**config.mk**
```make
export PLATFORM = sky130hd
export DESIGN_NAME = bin2bcd_seq
export DESIGN_NICKNAME = d
export VERILOG_FILES = /design/src/rtl/bin2bcd_seq.sv
export SDC_FILE = /design/constraint.sdc
export NUM_CORES = 1
export LEC_CHECK = 0
export ABC_AREA = 1
export BUFFER_PORTS_ARGS = -buffer_cell sky130_fd_sc_hd__buf_2
export CAP_MARGIN = 20
export CORE_ASPECT_RATIO = 1.5
export CORE_UTILIZATION = 62
export DETAILED_ROUTE_END_ITERATION = 12
export PLACE_DENSITY = 0.85
export SLEW_MARGIN = 20
export SYNTH_ARGS = -nofsm -noshare
export SYNTH_HDL_FRONTEND = slang
export SYNTH_SLANG_ARGS = --single-unit
```
**constraint.sdc**
```tcl
create_clock -name clk -period 3.8 [get_ports clk]
set_input_delay 0.38 -clock clk [delete_from_list [all_inputs] [get_ports clk]]
set_output_delay 0.38 -clock clk [all_outputs]
set_load 0.1 [all_outputs]
```
**src/rtl/bin2bcd_seq.sv**
```systemverilog
// Iterative 32-bit binary to 8-digit packed BCD converter (double dabble, one bit per clock).
// The result and overflow flag are held until the next conversion completes.
//
// state | meaning
// IDLE  | waiting for start; bcd/ovf hold the last result
// SHIFT | one correct-and-shift step per clock, 32 steps total
module bin2bcd_seq (
   input  logic        clk,
   input  logic        reset,
   input  logic        start,
   input  logic [31:0] bin,
   output logic        busy,
   output logic        done,
   output logic [31:0] bcd,
   output logic        ovf
);

   typedef enum logic {IDLE = 1'b0, SHIFT = 1'b1} state_t;

   state_t      state, state_nxt;
   logic [31:0] shreg, shreg_nxt;
   logic [39:0] scratch, scratch_nxt;
   logic [39:0] corr;
   logic [5:0]  cnt, cnt_nxt;
   logic [31:0] bcd_nxt;
   logic        ovf_nxt;
   logic        done_nxt;

   always_ff @(posedge clk) begin
      if (reset) begin
         state   <= IDLE;
         shreg   <= '0;
         scratch <= '0;
         cnt     <= '0;
         bcd     <= '0;
         ovf     <= 1'b0;
         done    <= 1'b0;
      end else begin
         state   <= state_nxt;
         shreg   <= shreg_nxt;
         scratch <= scratch_nxt;
         cnt     <= cnt_nxt;
         bcd     <= bcd_nxt;
         ovf     <= ovf_nxt;
         done    <= done_nxt;
      end
   end

   always_comb begin
      state_nxt   = state;
      shreg_nxt   = shreg;
      scratch_nxt = scratch;
      cnt_nxt     = cnt;
      bcd_nxt     = bcd;
      ovf_nxt     = ovf;
      done_nxt    = 1'b0;
      corr        = '0;

      // Ten independent digit adders; a carry never leaves its digit.
      for (int d = 0; d < 10; d++) begin
         corr[4*d +: 4] = (scratch[4*d +: 4] >= 4'd5) ? scratch[4*d +: 4] + 4'd3
                                                     : scratch[4*d +: 4];
      end

      case (state)
         IDLE: begin
            if (start) begin
               shreg_nxt   = bin;
               scratch_nxt = '0;
               cnt_nxt     = '0;
               state_nxt   = SHIFT;
            end
         end
         SHIFT: begin
            scratch_nxt = {corr[38:0], shreg[31]};
            shreg_nxt   = {shreg[30:0], 1'b0};
            cnt_nxt     = cnt + 6'd1;
            if (cnt == 6'd31) begin
               bcd_nxt   = scratch_nxt[31:0];
               ovf_nxt   = |scratch_nxt[39:32];
               done_nxt  = 1'b1;
               state_nxt = IDLE;
            end
         end
         default: state_nxt = IDLE;
      endcase
   end

   assign busy = (state == SHIFT);

endmodule
```
# After elaboration in Yosys (flattened, before gate mapping)
# Cells that the tools add are included.
dict set report totals {
  wordCells 54
  register_bits 113
  inputBits 35
}
dict set report op_classes {
  n_mux 20
  bitwise 1
  eq_ne 2
  n_reduce_logical 3
  n_addsub 11
  magnitude_cmp 10
}
# op count
set op_table {}
lappend op_table {{one-hot mux 40 bit (2 select lines)} 1}
lappend op_table {{one-hot mux 32 bit (2 select lines)} 1}
lappend op_table {{greater-or-equal comparator 4 x 3 -> 1 bit, second input constant} 10}
lappend op_table {{two-way mux 40 bit} 1}
lappend op_table {{adder 4 x 2 -> 4 bit, second input constant} 9}
lappend op_table {{two-way mux 4 bit} 9}
lappend op_table {{two-way mux 32 bit} 1}
lappend op_table {{one-hot mux 6 bit (2 select lines)} 1}
lappend op_table {{OR reduction 8 bit} 1}
lappend op_table {{adder 6 x 1 -> 6 bit, second input constant} 1}
lappend op_table {{equality test 6 x 5 -> 1 bit, second input constant} 1}
lappend op_table {{two-way mux 6 bit} 1}
lappend op_table {{adder 3 x 2 -> 3 bit, second input constant} 1}
lappend op_table {{two-way mux 1 bit} 3}
lappend op_table {{two-way mux 3 bit} 1}
lappend op_table {{!= test 2 bit, second input constant} 1}
lappend op_table {{one-hot mux 1 bit (2 select lines)} 1}
lappend op_table {{AND reduction 2 bit} 1}
lappend op_table {{OR reduction 2 bit} 1}
lappend op_table {{NOT 1 bit} 1}

# Logic depth before layout (Yosys ltp)
dict set report depth {
  word_depth 3
  depth_mapped 13
  mapped_depth_nobuf 13
}

# Worst setup path before layout
# OpenSTA, ideal clock, no wires.
dict set report synth_timing {
  kind {register to register}
  startpoint {register state (netlist: busy)}
  endpoint {register bcd[0]}
  path_slack_ps 1819
  required_time_ps 3680
  stages_incl_launch_ff 9
  arrival_ps 1861
  period_less_slack_ps 1981
  setup_ps 120
  path_cell_list {dfxtp_1 -> inv_2 -> nor2_2 -> nand2_1 -> nand2_1 -> inv_2 -> buf_4 -> nand2_1 -> o21ai_1}
}
dict set report synth_via {
  elab_chain_len 1
}
# item line
set synth_lines {}
lappend synth_lines {{start, declared} 20} ;# state_t state, state_nxt;
lappend synth_lines {{start signal, assigned} 39} ;# state <= state_nxt;
lappend synth_lines {{AND reduction 2 bit (no source line)} n/a}
lappend synth_lines {{end signal, assigned} 43} ;# bcd <= bcd_nxt;
lappend synth_lines {{end, declared} 14} ;# output logic [31:0] bcd,
# No other way between the ends.
# A chain may end at the register's enable or synchronous reset.

# Worst setup path in the final report
dict set report layout_timing {
  startpoint {register state (netlist: busy)}
  endpoint {output port busy}
}
# item line
set layout_rtl {}
lappend layout_rtl {{end, declared} 12} ;# output logic busy,
# No word-level cell between the ends.

==> results.md <==
* WL final at 12100 um
* Die W at 77.8 um
* #FFs+latches synth at 113
* FFs w/ async S/R, synth at 0%
* Worst r2r src: busy
* Critical-path cell list: buf_2
* Slew Limit Fails at 0
* Gr ovfl total at 0
* Clock root buffer: clkbuf_16
* Hold slack at 0.268 ns
* DRC at 2
* Max Cap Violations at 0
* Pwr Density at 464 nW/um^2
* WP data required at 3.42 ns
* CP Launch Type: flip-flop
* Fin Setup TNS at 0 ns
* Reg2reg setup slack at 1.68 ns
* Total number of vias at 5001
* Ant diodes at 0
* Reg2reg path depth at 5
* Largest net degree at the start of global routing at 45
* Util after Layout at 75.1%
* CTS resizes at 0
* Area growth syn-to-layout at 17.5%
* Layout cells sized above 1 at 13.5%
* Slew HR at 48.4%
* Drt initial violations at 418
* Worst-path clk slew at 0.05 ns
* TritonCTS Buffers at 17
* R2R Path End: cnt[2]
* Netlist cell types at 27
* Post-CTS Setup Inserts at 0
* Clk_lat worst skew at 0.41 ns
* Clk sink count at 113
* Failing checks: DRC
* Total Nets Final at 874
* Die Y at 116 um
* YS warnings at 0
* Most common flop cell mapped by yosys: dfxtp_1
* Starting Density at 63.9%
* Buf/Inv on CP at 1
* Hold path start: bin[0]
* Vias in the first global route at 4794
* Register area share after synthesis at 42.3%
* Clock Path Buffers at 2
* CP max FO at 38
* Worst path slowest cell: dfxtp_2
* WL/cell at 12.9 um
* Critical Path Max Stage Delay at 0.83 ns
* Hold path depth at 3
* Top Ports at 70
* Most common cell after layout, fill and taps aside: nand2_1
* Antenna violations before repair at 0
* CTS tree: yes
* Fin crit period at 2.19 ns
* Port Buffers at 69
* Syn Area/Cell at 7.03 um^2
* RSZ-0062 raised after global routing: no
* Die ar. at 9000 um^2
* F_max at 457 MHz
* P_leak at 2.99 nW
* Drt first pass iters at 10
* Hold Path End: shreg[0]
* Critical path capture point type: primary output
* Final Cell Area at 6280 um^2
* Number of H-tree levels at 4
* Status: finished, violations left
* Via/cell ratio at 5.33
* Tightest Hold Check Type: input port to flip-flop
* Hold Buf Count CTS at 0
* Hpwl dp at 7770 um
* Final setup vio count at 0
* CP top delay family: flip-flops
* Core Area at 8360 um^2
* RD Place Congestion at 0.832
* Post-DP Area at 5700 um^2
* Syn Nets at 816
* Final hold viol count at 0
* Power after layout at 2.91 mW
* Gr usage total at 28.9%
* CP arrival at 1.81 ns
* First-pass GRT wire length at 20500 um
* Final worst path period share at 57.6%
* Post-synth EDFFs at 0
* Worst vdd ir at 0.360 mV
* Measured slew at the worst slew-check pin at 0.775 ns
* Mapped Area at 5350 um^2
* Commonest cells after routing, fill and taps aside: nand2_1, dfxtp_1, inv_1
* Critical setup path kind: flip-flop to primary output
* Post-synthesis cell count at 760
* Layout Skew at 0.00478 ns
* Final ANT Viol Nets at 0
* Row count at 41
-- how the worst max path moves through the flow --
stage | start | endpoint | slack [ns] | cells past startpoint
2_1_floorplan | busy | bcd[0] | 1.82 | 8
3_3_place_gp | reset | bcd[15] | 1.62 | 7
3_5_place_dp | reset | bcd[27] | 1.56 | 7
4_1_cts | busy | busy | 1.60 | 1
5_1_grt | busy | shreg[2] | 1.49 | 6
6_report | busy | busy | 1.61 | 1
-- registers in the layout, summed over array words and instances (netlist names) --
signal,count
cnt,6
shreg,32
ovf,1
scratch,40
done,1
busy,1
bcd,32
-- per-stage QoR --
step,worst slack (ns),std cells
CTS,1.60,938
finish,1.61,938
detailed placement,1.56,906
global route,1.49,938
floorplan,1.82,760
global placement,1.62,906
-- cell type report --
class | count | area (um^2)
Clock inverter | 4 | 45.0
Clock buffer | 28 | 537
Timing Repair Buffer | 74 | 383
Fill cell | 610 | 2080
Inverter | 114 | 428
Multi-Input combinational cell | 498 | 2490
Sequential cell | 113 | 2260
Tap cell | 107 | 134
-- cells in the mapped netlist, types with 9 or more instances --
library cell | n | share of area, %
nand2_1 | 225 | 16
dfxtp_1 | 113 | 42
inv_1 | 109 | 7.7
nand3_1 | 64 | 6.0
a21oi_1 | 36 | 3.4
nor2_1 | 32 | 2.2
o21ai_0 | 28 | 2.6
o21ai_1 | 28 | 2.6
ha_1 | 21 | 4.9
buf_2 | 19 | 1.8
xor2_1 | 15 | 2.5
a22oi_1 | 9 | 1.3
clkbuf_1 | 9 | 0.63
o211ai_1 | 9 | 1.3
-- routing by layer --
layer,global-route usage (%),routed length (um),vias up
li1,-,-,2522
met1,30.5,5010,2306
met2,53.8,6200,156
met3,7.56,671,17
met4,12.6,190,0
met5,0,0,-
-- where the power goes --
group	total, mW	internal [mW]	switching [mW]
combinational	0.146	0.0468	0.0992
clock	1.54	1.02	0.522
sequential	1.23	1.21	0.0197
-- kinds of logic after synthesis --
group	count (synthesis)	synth area share [%]
and+or+nand+nor	337	26.1
DFF	113	42.3
AOI/OAI and AO/OA	125	13.1
buffers and inverters	149	11.1
adders and majority gates	21	4.92
xor gates and xnor gates	15	2.46
No activity file was read; power rests on OpenSTA's default activity.
